`config.mk`:
```
export PLATFORM = sky130hd
export DESIGN_NAME = rst_sequencer
export DESIGN_NICKNAME = d
export VERILOG_FILES = /design/src/rtl/rst_sequencer.sv
export SDC_FILE = /design/constraint.sdc
export NUM_CORES = 1
export LEC_CHECK = 0
export BUFFER_PORTS_ARGS = -buffer_cell sky130_fd_sc_hd__clkbuf_2
export CAP_MARGIN = 20
export CORE_MARGIN = 2
export CORE_UTILIZATION = 60
export CTS_BUF_LIST = sky130_fd_sc_hd__clkbuf_8
export DETAILED_ROUTE_END_ITERATION = 10
export PLACE_DENSITY = 0.79
export REMOVE_ABC_BUFFERS = 1
export SYNTH_ARGS = -nofsm -noshare
export SYNTH_HDL_FRONTEND = slang
export SYNTH_SLANG_ARGS = --single-unit
```
`constraint.sdc`:
```
create_clock -name clk -period 3.8 [get_ports clk]
set_input_delay 1.14 -clock clk [delete_from_list [all_inputs] [get_ports clk]]
set_output_delay 1.14 -clock clk [all_outputs]
set_load 0.02 [all_outputs]
```
`src/rtl/rst_sequencer.sv`:
```
// rst_sequencer: staged reset release for NUM_DOMAINS downstream domains.
// Domain 0 (memory/peripherals) releases first. Domain 1 (core) waits for
// memory init, or for a timeout. Higher domains follow at fixed gaps.
// A software warm reset replays the staged release without re-running the
// input synchronizer.
module rst_sequencer #(
  parameter int SYNC_STAGES  = 2,
  parameter int HOLD_CYCLES  = 16,
  parameter int STAGE_GAP    = 4,
  parameter int NUM_DOMAINS  = 3,
  parameter int INIT_TIMEOUT = 1024
) (
  input  logic                   clk,
  input  logic                   resetn,
  input  logic                   sw_reset_req,
  input  logic                   mem_init_done,
  output logic [NUM_DOMAINS-1:0] rst_n_o,
  output logic                   seq_done,
  output logic [1:0]             reset_cause,
  output logic                   init_timeout
);

  // Counter widths. Each counter only ever needs to reach its terminal
  // value, so it saturates or is reloaded and never wraps.
  localparam int HOLD_W = $clog2(HOLD_CYCLES + 1);
  localparam int GAP_W  = $clog2(STAGE_GAP + 1);
  localparam int TO_W   = $clog2(INIT_TIMEOUT + 1);
  localparam int IDX_W  = $clog2(NUM_DOMAINS);

  // Terminal values. A counter holding VALUE-1 on an edge means this edge
  // is the VALUE-th edge counted, so the action fires on that edge.
  localparam logic [HOLD_W-1:0] HOLD_LAST = HOLD_W'(HOLD_CYCLES - 1);
  localparam logic [GAP_W-1:0]  GAP_LAST  = GAP_W'(STAGE_GAP - 1);
  localparam logic [TO_W-1:0]   TO_LAST   = TO_W'(INIT_TIMEOUT - 1);
  localparam logic [IDX_W-1:0]  IDX_LAST  = IDX_W'(NUM_DOMAINS - 1);
  localparam logic [IDX_W-1:0]  IDX_FIRST_REL = IDX_W'(2);

  localparam logic [1:0] CAUSE_POR = 2'b01;
  localparam logic [1:0] CAUSE_SW  = 2'b10;

  typedef enum logic [1:0] {
    ST_HOLD      = 2'd0,
    ST_WAIT_INIT = 2'd1,
    ST_REL       = 2'd2,
    ST_RUN       = 2'd3
  } state_t;

  logic [SYNC_STAGES-1:0] sync_q;
  logic                   sync_rst_n;

  state_t                 state_q, state_d;
  logic [HOLD_W-1:0]      hold_cnt_q, hold_cnt_d;
  logic [GAP_W-1:0]       gap_cnt_q, gap_cnt_d;
  logic [TO_W-1:0]        to_cnt_q, to_cnt_d;
  logic [IDX_W-1:0]       dom_idx_q, dom_idx_d;
  logic [NUM_DOMAINS-1:0] rst_q, rst_d;
  logic                   done_q, done_d;
  logic [1:0]             cause_q, cause_d;
  logic                   tmo_q, tmo_d;

  logic                   gap_elapsed;
  logic                   hold_elapsed;
  logic                   init_expired;

  // Deassertion synchronizer: shifts in ones after resetn rises; its last
  // stage lets the sequencer start counting.
  always_ff @(posedge clk or negedge resetn) begin
    if (!resetn) begin
      sync_q <= '0;
    end else begin
      sync_q <= {sync_q[SYNC_STAGES-2:0], 1'b1};
    end
  end

  assign sync_rst_n = sync_q[SYNC_STAGES-1];

  assign hold_elapsed = (hold_cnt_q >= HOLD_LAST);
  assign gap_elapsed  = (gap_cnt_q >= GAP_LAST);
  assign init_expired = (to_cnt_q >= TO_LAST);

  // State, counters and all outputs are registered here; resetn clears
  // them asynchronously so domain resets assert without a clock.
  always_ff @(posedge clk or negedge resetn) begin
    if (!resetn) begin
      state_q    <= ST_HOLD;
      hold_cnt_q <= '0;
      gap_cnt_q  <= '0;
      to_cnt_q   <= '0;
      dom_idx_q  <= '0;
      rst_q      <= '0;
      done_q     <= 1'b0;
      cause_q    <= CAUSE_POR;
      tmo_q      <= 1'b0;
    end else begin
      state_q    <= state_d;
      hold_cnt_q <= hold_cnt_d;
      gap_cnt_q  <= gap_cnt_d;
      to_cnt_q   <= to_cnt_d;
      dom_idx_q  <= dom_idx_d;
      rst_q      <= rst_d;
      done_q     <= done_d;
      cause_q    <= cause_d;
      tmo_q      <= tmo_d;
    end
  end

  // Next-state logic: HOLD counts out the hold period, WAIT_INIT releases
  // the core on init-done or timeout, REL walks the remaining domains,
  // RUN waits for a software warm reset.
  always_comb begin
    state_d    = state_q;
    hold_cnt_d = hold_cnt_q;
    gap_cnt_d  = gap_cnt_q;
    to_cnt_d   = to_cnt_q;
    dom_idx_d  = dom_idx_q;
    rst_d      = rst_q;
    done_d     = done_q;
    cause_d    = cause_q;
    tmo_d      = tmo_q;

    case (state_q)
      ST_HOLD: begin
        if (sync_rst_n) begin
          if (hold_elapsed) begin
            rst_d[0]   = 1'b1;
            hold_cnt_d = '0;
            gap_cnt_d  = '0;
            to_cnt_d   = '0;
            state_d    = ST_WAIT_INIT;
          end else begin
            hold_cnt_d = hold_cnt_q + 1'b1;
          end
        end
      end

      ST_WAIT_INIT: begin
        if ((gap_elapsed && mem_init_done) || init_expired) begin
          rst_d[1]  = 1'b1;
          gap_cnt_d = '0;
          if (!(gap_elapsed && mem_init_done)) begin
            tmo_d = 1'b1;
          end
          if (NUM_DOMAINS == 2) begin
            done_d  = 1'b1;
            state_d = ST_RUN;
          end else begin
            dom_idx_d = IDX_FIRST_REL;
            state_d   = ST_REL;
          end
        end else begin
          to_cnt_d = to_cnt_q + 1'b1;
          if (!gap_elapsed) begin
            gap_cnt_d = gap_cnt_q + 1'b1;
          end
        end
      end

      ST_REL: begin
        if (gap_elapsed) begin
          for (int i = 2; i < NUM_DOMAINS; i++) begin
            if (dom_idx_q == IDX_W'(i)) begin
              rst_d[i] = 1'b1;
            end
          end
          gap_cnt_d = '0;
          if (dom_idx_q == IDX_LAST) begin
            done_d  = 1'b1;
            state_d = ST_RUN;
          end else begin
            dom_idx_d = dom_idx_q + 1'b1;
          end
        end else begin
          gap_cnt_d = gap_cnt_q + 1'b1;
        end
      end

      ST_RUN: begin
        if (sw_reset_req) begin
          rst_d      = '0;
          done_d     = 1'b0;
          cause_d    = CAUSE_SW;
          tmo_d      = 1'b0;
          hold_cnt_d = '0;
          gap_cnt_d  = '0;
          to_cnt_d   = '0;
          dom_idx_d  = '0;
          state_d    = ST_HOLD;
        end
      end

      default: begin
        state_d = ST_HOLD;
      end
    endcase
  end

  assign rst_n_o      = rst_q;
  assign seq_done     = done_q;
  assign reset_cause  = cause_q;
  assign init_timeout = tmo_q;

endmodule

```
==> results of run 1 <==
==> per-stage QoR <==
step,cell area [sq um],util
2_1_floorplan,1770,-
3_3_place_gp,1860,0.663
3_5_place_dp,1860,0.663
4_1_cts,1950,0.696
5_1_grt,1950,0.696
6_report,1950,0.696
==> registers in the layout, summed over array words and instances (netlist names) <==
signal,count
state_q,2
gap_cnt_q,3
init_timeout,1
sync_q,2
dom_idx_q,2
to_cnt_q,11
hold_cnt_q,5
reset_cause,2
rst_n_o,3
==> layer usage <==
layer | vias up | global-route usage | share of wire
met5 | - | 0 | 0
met4 | 0 | 0.123 | 0.031
met3 | 15 | 0.0835 | 0.054
met2 | 55 | 0.402 | 0.48
met1 | 706 | 0.292 | 0.43
li1 | 700 | - | -
==> worst paths after layout <==
check / from / endpoint / cells after the start / slack, ns
min in group asynchronous: resetn / to_cnt_q[5] / 1 / 0.92
max: hold_cnt_q[0] / to_cnt_q[0] / 8 / 1.34
max reg2reg: hold_cnt_q[0] / to_cnt_q[0] / 8 / 1.34
max in group asynchronous: resetn / gap_cnt_q[1] / 1 / 2.40
min: sync_q[0] / sync_q[1] / 0 / 0.38
min reg2reg: sync_q[0] / sync_q[1] / 0 / 0.38
==> power groups by stage <==
stage | Combinational, uW | Sequential (uW) | Clock, uW
floorplan | 478 | 485 | 0
global placement | 622 | 471 | 0
detailed placement | 646 | 478 | 0
CTS | 663 | 474 | 272
global route | 738 | 487 | 282
finish | 670 | 474 | 263
==> layout by cell type, fill, tap and decap left out, types with 4 or more instances in the layout <==
cell	synthesis	routed
a21oi_1	6	6
a31oi_1	5	5
and3_1	4	4
clkbuf_2	0	10
clkbuf_8	0	6
dfrtp_1	30	30
ha_1	11	11
inv_1	11	12
mux2i_1	6	6
nand2_1	21	21
nand2b_1	5	5
nand3_1	9	9
nor2_1	7	7
nor3_1	4	4
o21ai_0	12	12
o31ai_1	4	4
==> cell type report <==
class / instances / area (sq um)
Multi-Input combinational cell: 138 / 953
Sequential cell: 31 / 777
Inverter: 11 / 41.3
Clock buffer: 6 / 82.6
Clock inverter: 2 / 8.76
Fill cell: 214 / 853
Timing Repair Buffer: 10 / 50.0
Tap cell: 31 / 38.8
==> cells by family (layout without fill, tap and decap cells) <==
logic type               count (synthesis)  count (layout)  share of synthesized area
flip-flops                              31              31                      0.430
other                                    1               1                    0.00208
AND/OR/NAND/NOR                         67              67                      0.199
adder cells (fa/ha/maj)                 11              11                     0.0762
multiplexers                             9               9                     0.0519
AO/OA/AOI/OAI                           50              50                      0.198
buffers and inverters                   17              29                     0.0422
==> results by group, run 1 <==
Global route
  – Pin count of the biggest net entering global routing: 32
  – GRT Total Usage: 0.248
  – Vias in the first global route: around 1400
  – Global-route congestion overflow total: 0
  – Initial antenna violation count: 0
  – First-pass GRT wire length: approximately 6300 um

Logic synthesis
  – Warnings from Yosys: 0
  – Synth top area share: 0.416
  – Synthesized area per cell: just under 10 sq um
  – Post-Syn Instances: 186
  – Mapped cell area: 1810 sq um
  – Post-synthesis sequential area ratio: 0.430
  – Post-synth EDFFs: 0
  – Commonest cells in the netlist: dfrtp_1 (30), nand2_1 (21), o21ai_0 (12)
  – Main synth FF type: dfrtp_1
  – Async SR Flop Fraction: 1.00
  – Main area contributors after synthesis: dfrtp_1 (42%), ha_1 (7.6%), nand2_1 (4.4%), mux2i_1 (3.3%), o21ai_0 (3.3%)
  – Count of unique library cells instantiated by Yosys: between 40 and 50
  – Count leader, synth: dfrtp_1
  – Yosys reg bits: 31
  – Cell taking the most area after synthesis: dfrtp_1

Flow run
  – Max Cap Viol: 0

Clocking
  – Clock sinks: 31
  – CTS clk-pin slew, worst paths: 0.06 ns
  – Post-CTS sizing: 0
  – H-Tree Level Count: 2
  – CTS max path bufs: 2
  – Later-pin clock latency in the skew report: between 0.2 and 0.3 ns
  – Postcts setup bufs: 0
  – Hold buffer count at CTS: 0
  – CTS buffer count: 5
  – CTS tree: done
  – Root Driver: clkbuf_8

Critical path
  – Top delay family on crit path: simple AND/OR/NAND/NOR gates
  – Crit path kind: reg2reg
  – CP peak stage delay: 0.42 ns
  – Critical Path Sink Type: flop
  – WP buf/inv: 0
  – CP max FO: 8
  – Startpoint Class: flop
  – Required time worst endpoint: just under 4 ns
  – WP data arrival: about 2.6 ns
  – Cell Chain, Critical Path: ha_1 -> and3_1 -> ha_1 -> or3b_1 -> o221a_2 -> nand3b_1 -> nor2_1 -> mux2_2
  – Most frequent CP cell: ha_1
  – Slowest-stage cell, CP: dfrtp_1

Finish
  – Area delta synth->final: 8.03%
  – Finished Layout Cells: 229
  – Share of layout cells above drive strength 1: 0.141
  – NumNets Final: 212
  – N_diodes: 0

Detailed routing
  – Wirelength per Cell: between 15 and 20 um
  – Vias: about 1500
  – # DRC: 0
  – Antenna Nets Post-Route: 0
  – DR pass1 iterations: 6
  – Initial DRC count: ~110
  – Wirelength, routed: 3750 um
  – DR vias/cell: ~6.4

STA
  – Min cycle time layout: around 2.5 ns
  – Final WS setup: between 1 and 1.5 ns
  – Slew Viols, Final: 0
  – Setup_tns: 0 ns
  – Setup violators final: 0
  – Fmax: slightly above 0.4 GHz
  – Final period utilization: 0.648
  – Final hold viol count: 0
  – Slew at the pin closest to its max-slew limit: a little under 0.8 ns
  – Worst relative slew slack: 0.488
  – Worst Skew: 0.00426 ns
  – Min Hold Slack: about 0.38 ns
  – RSZ-0062 raised after global routing: no

Power and ir drop
  – Static leakage: a little under 0.0009 uW
  – Pint: 805 uW
  – Sequential share of power: 0.337
  – Overall Power: roughly 1400 uW
  – Switching power: 602 uW
  – Logic pwr share: 0.476
  – Clock power frac: 0.187
  – VDD IR max: 0.000404 V
  – Switch share: 0.428
  – Total power density per cell area: ~720 nW/um^2

Placement
  – Port Buf Inserts: 10
  – Dpl hpwl: 2600 um
  – Gp weighted congestion: 0.861
  – Setup WS pre-CTS: between 1 and 1.5 ns
  – Placed Cells: between 200 and 250

Min path
  – Hold crit path type: reg2reg

Outcome
  – Status: finished clean

Floorplanning
  – Initial Util: 0.644
  – Core Footprint: about 2800 sq um
  – Die height: 58.9 um
  – Die Area: 3470 sq um
  – I/O pin count: 11
  – Die X: roughly 59 um
  – Cell Rows: 19
(Power assumes the default switching activity.)
==> inputs of run 2 (changes only) <==
--- a/config.mk
+++ b/config.mk
@@ -5,6 +5,7 @@
 export SDC_FILE = /design/constraint.sdc
 export NUM_CORES = 1
 export LEC_CHECK = 0
+export ABC_AREA = 1
 export BUFFER_PORTS_ARGS = -buffer_cell sky130_fd_sc_hd__clkbuf_2
 export CAP_MARGIN = 20
 export CORE_MARGIN = 2
==> constraint.sdc (replaced) <==
create_clock -name clk -period 2.5 [get_ports clk]
set_input_delay 0.75 -clock clk [delete_from_list [all_inputs] [get_ports clk]]
set_output_delay 0.75 -clock clk [all_outputs]
set_load 0.02 [all_outputs]
==> run 2 against run 1 <==
  * Sequential power up 48%
  * Setup slack got worse by 0.75 ns
  * Synthesized cell count rose by 27%
  * Wire length is 13% lower
  * Clock power rose by 48%
==> results by group, run 2 <==
Outcome
  – Status: finished clean

Global route
  – Initial antenna violation count: 0 (unchanged)
  – Vias in the first global route: 1351 (-4.3%)
  – First-pass GRT wire length: 5730 um (-9.0%)
  – GRT Total Usage: 0.217 (-0.0302)
  – Global-route congestion overflow total: 0 (unchanged)
  – Pin count of the biggest net entering global routing: 32 (unchanged)

Clocking
  – CTS clk-pin slew, worst paths: 0.06 ns (about the same)
  – Hold buffer count at CTS: 0 (unchanged)
  – CTS buffer count: 5 (unchanged)
  – Root Driver: clkbuf_8
  – Postcts setup bufs: 0 (unchanged)
  – Post-CTS sizing: 0 (unchanged)
  – CTS max path bufs: 2 (unchanged)
  – Later-pin clock latency in the skew report: 0.28 ns (about the same)
  – H-Tree Level Count: 2 (unchanged)
  – Clock sinks: 31 (unchanged)
  – CTS tree: done

Finish
  – Regs by FF count: to_cnt_q (11), hold_cnt_q (5)
  – Sequential Area: 777 sq um (unchanged)
  – NumNets Final: 265 (+25%)
  – Share of layout cells above drive strength 1: 0.148 (+0.00659)
  – Fin util: 0.673 (-0.0225)
  – N_diodes: 0 (unchanged)
  – Area of the multi-input gates: 938 sq um (-1.6%)
  – Area delta synth->final: 7.73%
  – Max reg flops: 11 (unchanged)
  – Layout fillers: 243 (+14%)
  – Most frequent cells in the layout: nand2_1 (68), inv_1 (30), dfrtp_1 (30)
  – Largest reg by FF count: to_cnt_q
  – Commonest non-fill, non-tap cell in the layout: nand2_1
  – Post-route design area: 2020 sq um (+3.6%)

STA
  – Slew Viols, Final: 0 (unchanged)
  – Fmax: 0.523 GHz (+29%)
  – Final period utilization: 0.765 (+0.117)
  – Min cycle time layout: 1.91 ns (-0.550 ns)
  – Setup_tns: 0 ns (unchanged)
  – Setup violators final: 0 (unchanged)
  – Final hold viol count: 0 (unchanged)
  – Worst Skew: 0.00135 ns (-0.00290 ns)
  – Slew at the pin closest to its max-slew limit: 0.757 ns (-0.0115 ns)
  – Worst relative slew slack: 0.495 (+0.00768)
  – RSZ-0062 raised after global routing: no

Logic synthesis
  – Synthesized area per cell: 7.95 sq um (-18%)
  – Post-Syn Instances: 236 (+27%)
  – Post-synthesis sequential area ratio: 0.414 (-0.0161)
  – Count leader, synth: nand2_1
  – Mapped cell area: 1880 sq um (+3.9%)
  – Post-synth EDFFs: 0 (unchanged)
  – Count of unique library cells instantiated by Yosys: 35 (-27%)
  – Yosys reg bits: 31 (unchanged)
  – Main synth FF type: dfrtp_1
  – Warnings from Yosys: 0 (unchanged)
  – Async SR Flop Fraction: 1.00 (unchanged)
  – Synth top area share: 0.400 (-0.0155)
  – Main area contributors after synthesis: dfrtp_1 (40%), nand2_1 (14%), ha_1 (7.3%), inv_1 (6.0%), nand3_1 (4.5%)
  – Cell taking the most area after synthesis: dfrtp_1
  – Commonest cells in the netlist: nand2_1 (68), dfrtp_1 (30), inv_1 (30)

Detailed routing
  – Metal1 wirelength: 1650 um (+1.2%)
  – Antenna Nets Post-Route: 0 (unchanged)
  – Initial DRC count: 52 (-52%)
  – Vias: 1469 (-0.47%)
  – DR pass1 iterations: 4 (-2)
  – DR vias/cell: 5.19 (-19%)
  – Met3 WL post-DR: 76 um (-63%)
  – Routed wl met2: 1500 um (-17%)
  – DR top layer: met4
  – Wirelength, routed: 3270 um (-13%)
  – # DRC: 0 (unchanged)
  – Wirelength per Cell: 11.6 um (-29%)

Floorplanning
  – Initial Util: 0.625 (-0.0191)
  – Die X: 59.9 um (+1.8%)
  – I/O pin count: 11 (unchanged)
  – Die height: 59.9 um (+1.8%)
  – Core Footprint: 3000 sq um (+7.0%)
  – Die Area: 3590 sq um (+3.6%)
  – Cell Rows: 20 (+1)

Placement
  – Port Buf Inserts: 10 (unchanged)
  – Dpl hpwl: 2390 um (-8.3%)
  – Gp weighted congestion: 0.900 (+4.6%)
  – Placed inst area: 1930 sq um (+4.0%)

Power and ir drop
  – VDD IR max: 0.000557 V (+38%)
  – Clock power frac: 0.186 (about the same)
  – Total power density per cell area: 1040 nW/um^2 (+44%)
  – Pint: 1170 uW (+45%)
  – Switching power: 932 uW (+55%)
  – Logic pwr share: 0.480 (+0.004)
  – Static leakage: 0.00105 uW (+17%)
  – Switch share: 0.445 (+0.0168)
  – Sequential share of power: 0.334 (-0.003)
  – Overall Power: 2100 uW (+49%)

Critical path
  – CP max FO: 12 (+4)
  – Critical Path Sink Type: flop
  – Startpoint Class: flop
  – WP data arrival: 2.08 ns (-0.55 ns)
  – Crit path kind: reg2reg
  – Required time worst endpoint: 2.67 ns (-1.30 ns)
  – R2R setup slack: 0.59 ns (-0.75 ns)

Flow run
  – Max Cap Viol: 0 (unchanged)

Min path
  – Hold crit path type: reg2reg
## run 2: changes by cell type in the layout (fill, tap and decap cells not counted), sizes merged, moves of 4 or more
| cell | previous run | this run |
|---|---|---|
| inv | 12 | 31 |
| nand3 | 9 | 20 |
| nand2 | 21 | 74 |
| o21ai | 13 | 9 |
| nand2b | 5 | 0 |
| mux2i | 6 | 0 |
| nor2 | 7 | 21 |
| xor2 | 0 | 4 |
| o31ai | 4 | 0 |
## run 2: area by class of cell
cell class                 instances  share of cell area
multi-input combinational        169               0.464
sequential                        31               0.384
tap                               33              0.0204
clock inverter                     1             0.00248
inverter                          32              0.0594
clock buffer                       6              0.0408
timing repair buffer              11              0.0285
## run 2: worst max-delay path: stages (launching register included)
cell and delay (ns):
dfrtp_1 0.40, ha_1 0.18, nand2_1 0.05, nor2_1 0.10, ha_1 0.15, inv_1 0.04
nand4_1 0.12, nand2_2 0.10, inv_1 0.11, nand2_1 0.07, inv_2 0.19, nand2_4 0.13
nand2_1 0.09, nand2_1 0.05
## run 2: logic make-up after synthesis
family | count (synthesis) | synth area share
other | 1 | 0.00200
and+or+nand+nor | 128 | 0.330
xor gates and xnor gates | 4 | 0.0187
DFF | 31 | 0.414
AOI/OAI and AO/OA | 25 | 0.0760
buffers and inverters | 36 | 0.0860
adders and majority gates | 11 | 0.0733
## run 2: worst paths after layout
kind | startpoint | end | depth (start not counted)
setup reg to reg | hold_cnt_q[0] | to_cnt_q[9] | 13
min in group asynchronous | resetn | to_cnt_q[6] | 1
setup / recovery | hold_cnt_q[0] | to_cnt_q[9] | 13
hold reg to reg | sync_q[0] | sync_q[1] | 0
hold / removal | sync_q[0] | sync_q[1] | 0
max in group asynchronous | resetn | rst_n_o[2] | 1
## run 2: routing by layer
metal / track usage / vias to the layer above
met2: 0.345 / 15
li1: - / 777
met1: 0.278 / 670
met3: 0.0563 / 7
met5: 0 / -
met4: 0.0952 / 0
## run 2: power groups by stage
stage                     logic, uW  registers (uW)  clock network [uW]
final                          1010             701                 390
after CTS                      1020             700                 398
after detailed placement       1010             707                   0
after global placement          996             703                   0
after global routing           1160             719                 417
after floorplan                 749             731                   0
## run 2: metrics by stage
stage | setup slack, ns | std cells | hold slack [ns]
6_report | 0.588 | 283 | 0.348
2_1_floorplan | 0.607 | 232 | 0.331
4_1_cts | 0.561 | 283 | 0.349
5_1_grt | 0.371 | 283 | 0.375
3_3_place_gp | 0.557 | 276 | 0.333
3_5_place_dp | 0.537 | 276 | 0.335
